==> src/rtl/align_dec_pkg.sv <==
// Shared types and default constants for the granule decoder and its stats counters.
package align_dec_pkg;

    localparam int DEF_MIN_BIT = 8;
    localparam int DEF_MAX_BIT = 11;
    localparam int TZ_W        = 5;
    localparam int STAT_W      = 8;

    typedef enum logic [1:0] {
        ALIGNED   = 2'd0,
        UNALIGNED = 2'd1,
        NOGRAN    = 2'd2,
        PASS      = 2'd3
    } class_e;

    typedef enum logic [1:0] {
        IDLE = 2'd0,
        SCAN = 2'd1,
        DONE = 2'd2
    } state_e;

endpackage

==> src/rtl/align_dec_stats.sv <==
// Saturating per-class counters of completed output handshakes (built only with ALIGN_DEC_STATS_EN).
module align_dec_stats
    import align_dec_pkg::*;
(
    input  logic              clk,
    input  logic              rst,
    input  logic              hs,
    input  logic [1:0]        cls,
    output logic [STAT_W-1:0] stat_aligned,
    output logic [STAT_W-1:0] stat_unaligned
);

    localparam logic [STAT_W-1:0] STAT_MAX = '1;

    always_ff @(posedge clk or posedge rst) begin
        if (rst) begin
            stat_aligned   <= '0;
            stat_unaligned <= '0;
        end else if (hs) begin
            if (cls == ALIGNED && stat_aligned != STAT_MAX)
                stat_aligned <= stat_aligned + STAT_W'(1);
            if (cls == UNALIGNED && stat_unaligned != STAT_MAX)
                stat_unaligned <= stat_unaligned + STAT_W'(1);
        end
    end

endmodule

==> src/rtl/align_granule_decoder.sv <==
// Serial trailing-zero decoder for granule-rounded magnitudes; one bit scanned per cycle.
// Optional per-class handshake counters are enabled by defining ALIGN_DEC_STATS_EN.
module align_granule_decoder
    import align_dec_pkg::*;
#(
    parameter int WIDTH   = 16,
    parameter int MIN_BIT = DEF_MIN_BIT,
    parameter int MAX_BIT = DEF_MAX_BIT
) (
    input  logic             clk,
    input  logic             rst,
    input  logic             in_valid,
    output logic             in_ready,
    input  logic [WIDTH-1:0] in_mag,
    input  logic             in_feeder,
    output logic             out_valid,
    input  logic             out_ready,
    output logic [1:0]       out_class,
    output logic [4:0]       out_tz,
    output logic [1:0]       out_level,
    output logic [WIDTH-1:0] out_base
`ifdef ALIGN_DEC_STATS_EN
    ,
    output logic [7:0]       stat_aligned,
    output logic [7:0]       stat_unaligned
`endif
);

    localparam logic [TZ_W-1:0] MIN_TZ  = TZ_W'(MIN_BIT);
    localparam logic [TZ_W-1:0] MAX_TZ  = TZ_W'(MAX_BIT);
    localparam logic [TZ_W-1:0] NOG_TZ  = TZ_W'(MAX_BIT + 1);

    state_e           state_q, state_d;
    logic [WIDTH-1:0] sh_q, sh_d;
    logic [WIDTH-1:0] mag_q, mag_d;
    logic [TZ_W-1:0]  cnt_q, cnt_d;
    class_e           cls_q, cls_d;
    logic [TZ_W-1:0]  tz_q, tz_d;
    logic [1:0]       level_q, level_d;
    logic [WIDTH-1:0] base_q, base_d;

    // NOTE: every comb output gets its hold value first, so no path leaves a variable unassigned and no latch is inferred.
    always_comb begin
        state_d = state_q;
        sh_d    = sh_q;
        mag_d   = mag_q;
        cnt_d   = cnt_q;
        cls_d   = cls_q;
        tz_d    = tz_q;
        level_d = level_q;
        base_d  = base_q;

        unique case (state_q)
            IDLE: begin
                if (in_valid) begin
                    sh_d  = in_mag;
                    mag_d = in_mag;
                    cnt_d = '0;
                    if (in_feeder) begin
                        state_d = DONE;
                        cls_d   = PASS;
                        tz_d    = '0;
                        level_d = '0;
                        base_d  = in_mag;
                    end else begin
                        state_d = SCAN;
                    end
                end
            end

            SCAN: begin
                if (sh_q[0]) begin
                    state_d = DONE;
                    tz_d    = cnt_q;
                    if (cnt_q < MIN_TZ) begin
                        cls_d   = UNALIGNED;
                        level_d = '0;
                        base_d  = mag_q;
                    end else begin
                        cls_d   = ALIGNED;
                        // low bits of the difference only depend on the low bits of the operands
                        level_d = cnt_q[1:0] - MIN_TZ[1:0];
                        base_d  = mag_q & ~(WIDTH'(1) << cnt_q);
                    end
                end else if (cnt_q == MAX_TZ) begin
                    state_d = DONE;
                    cls_d   = NOGRAN;
                    tz_d    = NOG_TZ;
                    level_d = '0;
                    base_d  = mag_q;
                end else begin
                    sh_d  = sh_q >> 1;
                    cnt_d = cnt_q + TZ_W'(1);
                end
            end

            DONE: begin
                if (out_ready)
                    state_d = IDLE;
            end

            default: state_d = IDLE;
        endcase
    end

    // NOTE: sequential state uses non-blocking assignments so every register samples pre-edge values.
    always_ff @(posedge clk or posedge rst) begin
        if (rst) begin
            state_q <= IDLE;
            sh_q    <= '0;
            mag_q   <= '0;
            cnt_q   <= '0;
            cls_q   <= ALIGNED;
            tz_q    <= '0;
            level_q <= '0;
            base_q  <= '0;
        end else begin
            state_q <= state_d;
            sh_q    <= sh_d;
            mag_q   <= mag_d;
            cnt_q   <= cnt_d;
            cls_q   <= cls_d;
            tz_q    <= tz_d;
            level_q <= level_d;
            base_q  <= base_d;
        end
    end

    assign in_ready  = (state_q == IDLE) && !rst;
    assign out_valid = (state_q == DONE);
    assign out_class = cls_q;
    assign out_tz    = tz_q;
    assign out_level = level_q;
    assign out_base  = base_q;

`ifdef ALIGN_DEC_STATS_EN
    logic xfer_done;
    assign xfer_done = out_valid && out_ready;

    align_dec_stats u_stats (
        .clk            (clk),
        .rst            (rst),
        .hs             (xfer_done),
        .cls            (out_class),
        .stat_aligned   (stat_aligned),
        .stat_unaligned (stat_unaligned)
    );
`endif

endmodule

==> config.mk <==
export PLATFORM = sky130hd
export DESIGN_NAME = align_granule_decoder
export DESIGN_NICKNAME = d
export VERILOG_FILES = /design/src/rtl/align_dec_pkg.sv /design/src/rtl/align_dec_stats.sv /design/src/rtl/align_granule_decoder.sv
export SDC_FILE = /design/constraint.sdc
export NUM_CORES = 1
export LEC_CHECK = 0
export CAP_MARGIN = 20
export CORE_UTILIZATION = 45
export CTS_BUF_LIST = sky130_fd_sc_hd__clkbuf_4 sky130_fd_sc_hd__clkbuf_8
export DETAILED_ROUTE_END_ITERATION = 10
export HOLD_SLACK_MARGIN = 0.12
export PLACE_DENSITY = 0.69
export SLEW_MARGIN = 20
export SYNTH_ARGS = -nofsm -noshare
export SYNTH_HDL_FRONTEND = slang
export SYNTH_HIERARCHICAL = 1
export SYNTH_SLANG_ARGS = --single-unit
==> constraint.sdc <==
create_clock -name clk -period 2.44 [get_ports clk]
set_input_delay 0.488 -clock clk [delete_from_list [all_inputs] [get_ports clk]]
set_output_delay 0.488 -clock clk [all_outputs]
set_load 0.03 [all_outputs]
==> flow_summary.ini, run 1 <==
[status]
status = finished, violations left
violations = design-rule violations

[power_and_ir_drop]
power.density_nw_per_um2 = 1290
internal-power_uw = 3170
combinationalPowerShare = 0.401
vdd_ir_drop_max_uv = 661
p_leak_uw = 0.00167
sequentialPowerShare = 0.369
p_sw_uw = 1800
p_sw_frac = 0.363
p_clk_frac = 0.231

[synthesis]
synth.avg_cell_area_um2 = 10.8
ys_ff_latch = 64
synth_cells = 280
yosys.area_share.simple = 0.137
synth_compound_area_frac = 0.137
ys_dominant_reg_cell = dfrtp_1
synth-edff-count = 0
synth-xor-area-share = 0
synth_top_family_by_area = simple AND/OR/NAND/NOR gates
synth_mux_area_frac = 0.123
yosys.area_share.adder = 0.0247
synth_nets = 307
yosysSeqAreaShare = 0.527
netlist_area_um2 = 3040
yosysUniqueCellTypes = 44
synthArstFlopShare = 1.00
yosysWarnings = 6

[sta]
fmax_mhz = 433
tns_ns = 0
worst_pin_slew_ns = 0.539
slew_viol_final = 0
final.period_utilization = 0.947
finalHoldViolCount = 0
min_period_ns = 2.31
grt_setup_unrepaired = false
slew_headroom = 0.640
final.setup_skew_ns = 0.00880
setup_viol = 0

[routing]
drcViolationCount = 12
finalWirelength_mm = 6.30
num_vias = 2191
ant_nets = 0
drt_iter0_drc = 161
drt_first_pass_iters = 7
post_drt_wl_per_cell_um = 15.3
routed_via_density = 5.33

[cts]
cts_tree = done
clock_path_buffers = 2
cts_root_buf = clkbuf_8
clk_latency_ns = 0.35
h-tree-depth = 3
postCtsSetupBuffers = 0
cts_buffers = 9
ctsHoldBuffers = 0
cts_resized = 0
cts.clk_slew.worst_paths_ns = 0.07
numClockSinks = 64

[floorplanning]
die_area_um2 = 7080
rows = 29
initial_core_util = 0.473
die_w_um = 84.1
fp.dieH_um = 84.1
coreArea_um2 = 6420
io_pins = 48

[setup_path]
cp_slowest_stage_delay_ns = 0.66
path_class = register to primary output
cpMaxStageDelayCell = clkdlybuf4s50_1
start_kind = register
cp-startpoint = state_q[1]
critPathRequiredTime_ns = 1.95
path_cells = and2b_1 > clkdlybuf4s50_1
cp_top_family = buffers and inverters
cp-end-kind = primary output
r2r_start = cnt_q[1]
cp.buffers_inverters = 1
arrival_ns = 1.82
cp_max_fo = 13

[cells_and_area]
layout_commonest_cell = dfrtp_1
antenna_cells = 0
layout_common_cells = 64 x dfrtp_1, 47 x nand2_1, 47 x clkdlybuf4s50_1
area_delta_synth_final_pct = 27.1
final_core_util = 0.601
drive_above_1_share = 0.189
nets = 356

[grt]
use_met1 = 0.265
grt_pass1_wl_mm = 11.1
grt_pass1_vias = 2279
use_met2 = 0.327
grt_busiest_layer = met2
grt_use_total = 0.205
grt_max_degree = 35
gr-total-overflow = 0
use_met3 = 0.0560
antenna_found_initial = 0

[place]
io_buffer_count = 47
hpwl_mm = 4.24
gp_congestion = 0.774

[job]
drv_cap = 0

[hold_path]
min_path_type = register to register
min_from = sh_q[2]
[registers in the layout, indices dropped and copies added, names as in the netlist]
| register | flops |
|---|---|
| cnt_q | 5 |
| mag_q | 16 |
| out_base | 16 |
| out_class | 2 |
| out_level | 2 |
| out_tz | 5 |
| sh_q | 16 |
| state_q | 2 |
[cells in the mapped netlist (all sizes together) (2+ instances only)]
cell type | count | area (um^2)
a32o | 3 | 30.0
nand3 | 7 | 35.0
o22a | 2 | 17.5
ha | 6 | 75.1
a21boi | 7 | 52.6
inv | 11 | 41.3
nor2b | 3 | 18.8
nor3 | 2 | 15.0
mux2i | 7 | 70.1
dfrtp | 64 | 1600
nand4 | 3 | 18.8
nor3b | 3 | 22.5
mux2 | 27 | 304
a21oi | 11 | 55.1
a31oi | 7 | 43.8
o21ai | 18 | 90.1
clkbuf | 6 | 22.5
buf | 13 | 88.8
and2 | 7 | 43.8
a2bb2oi | 3 | 32.5
o22ai | 2 | 26.3
nand2 | 47 | 176
a22o | 4 | 35.0
or3 | 2 | 12.5
nor2 | 5 | 21.3
[power groups by stage]
stage               Sequential [uW]  Clock, uW  Combinational (uW)
finish                         1830       1150                1990
global route                   1900       1210                2160
CTS                            1840       1170                2010
floorplan                      2090          0                1070
detailed placement             1860          0                2010
global placement               1840          0                1960
[worst paths after layout]
check / end / slack [ns] / cells past startpoint
worst max-delay path: out_valid / 0.13 / 2
worst min-delay path: sh_q[2] / 0.48 / 2
worst max register to register: out_base[15] / 0.38 / 5
worst min register to register: sh_q[2] / 0.48 / 2
max in group asynchronous: out_base[13] / 1.35 / 3
min in group asynchronous: mag_q[0] / 0.53 / 2
[per-stage QoR]
stage | hold slack [ns] | std cells | setup slack [ns] | cell area, um^2 | power [uW]
after floorplan | 0.445 | 280 | 0.354 | 3040 | 3170
after global placement | 0.457 | 395 | 0.148 | 3610 | 3800
after detailed placement | 0.469 | 395 | 0.0865 | 3610 | 3860
after CTS | 0.485 | 411 | 0.110 | 3860 | 5020
after global routing | 0.509 | 411 | 0.0319 | 3860 | 5270
final | 0.478 | 411 | 0.128 | 3860 | 4970
[metal layers]
metal	share of wire	routed length, um	up-vias
met3	0.041	261	9
met5	0	0	-
met4	0.015	94	0
met1	0.46	2910	1068
met2	0.48	3030	40
li1	-	-	1074
[worst min-delay path, delay by kind of cell (launching register included)]
family / cells / cell delay (ns)
flops: 1 / 0.34
compound gates: 1 / 0.06
simple gates: 1 / 0.04
[layout make-up]
class,count,area [um^2]
Multi-Input combinational cell,186,1300
Inverter,11,41.3
Clock buffer,10,138
Tap cell,77,96.3
Fill cell,566,2560
Clock inverter,6,115
Timing Repair Buffer,57,571
Sequential cell,64,1600
[cell families after synthesis]
| group | after synthesis |
|---|---|
| flops | 64 |
| simple gates | 85 |
| buf+inv | 30 |
| fa+ha+maj | 6 |
| mux | 34 |
| compound gates | 61 |
Note: power is estimated with default switching activity, not from simulation.
==> run 2: changes to the inputs <==
--- a/config.mk
+++ b/config.mk
@@ -5,6 +5,7 @@
 export SDC_FILE = /design/constraint.sdc
 export NUM_CORES = 1
 export LEC_CHECK = 0
+export ABC_CLOCK_PERIOD_IN_PS = 2440
 export CAP_MARGIN = 20
 export CORE_UTILIZATION = 45
 export CTS_BUF_LIST = sky130_fd_sc_hd__clkbuf_4 sky130_fd_sc_hd__clkbuf_8
==> results of run 2 <==
The final DEF is identical to that of run 1; final timing and power are the same.
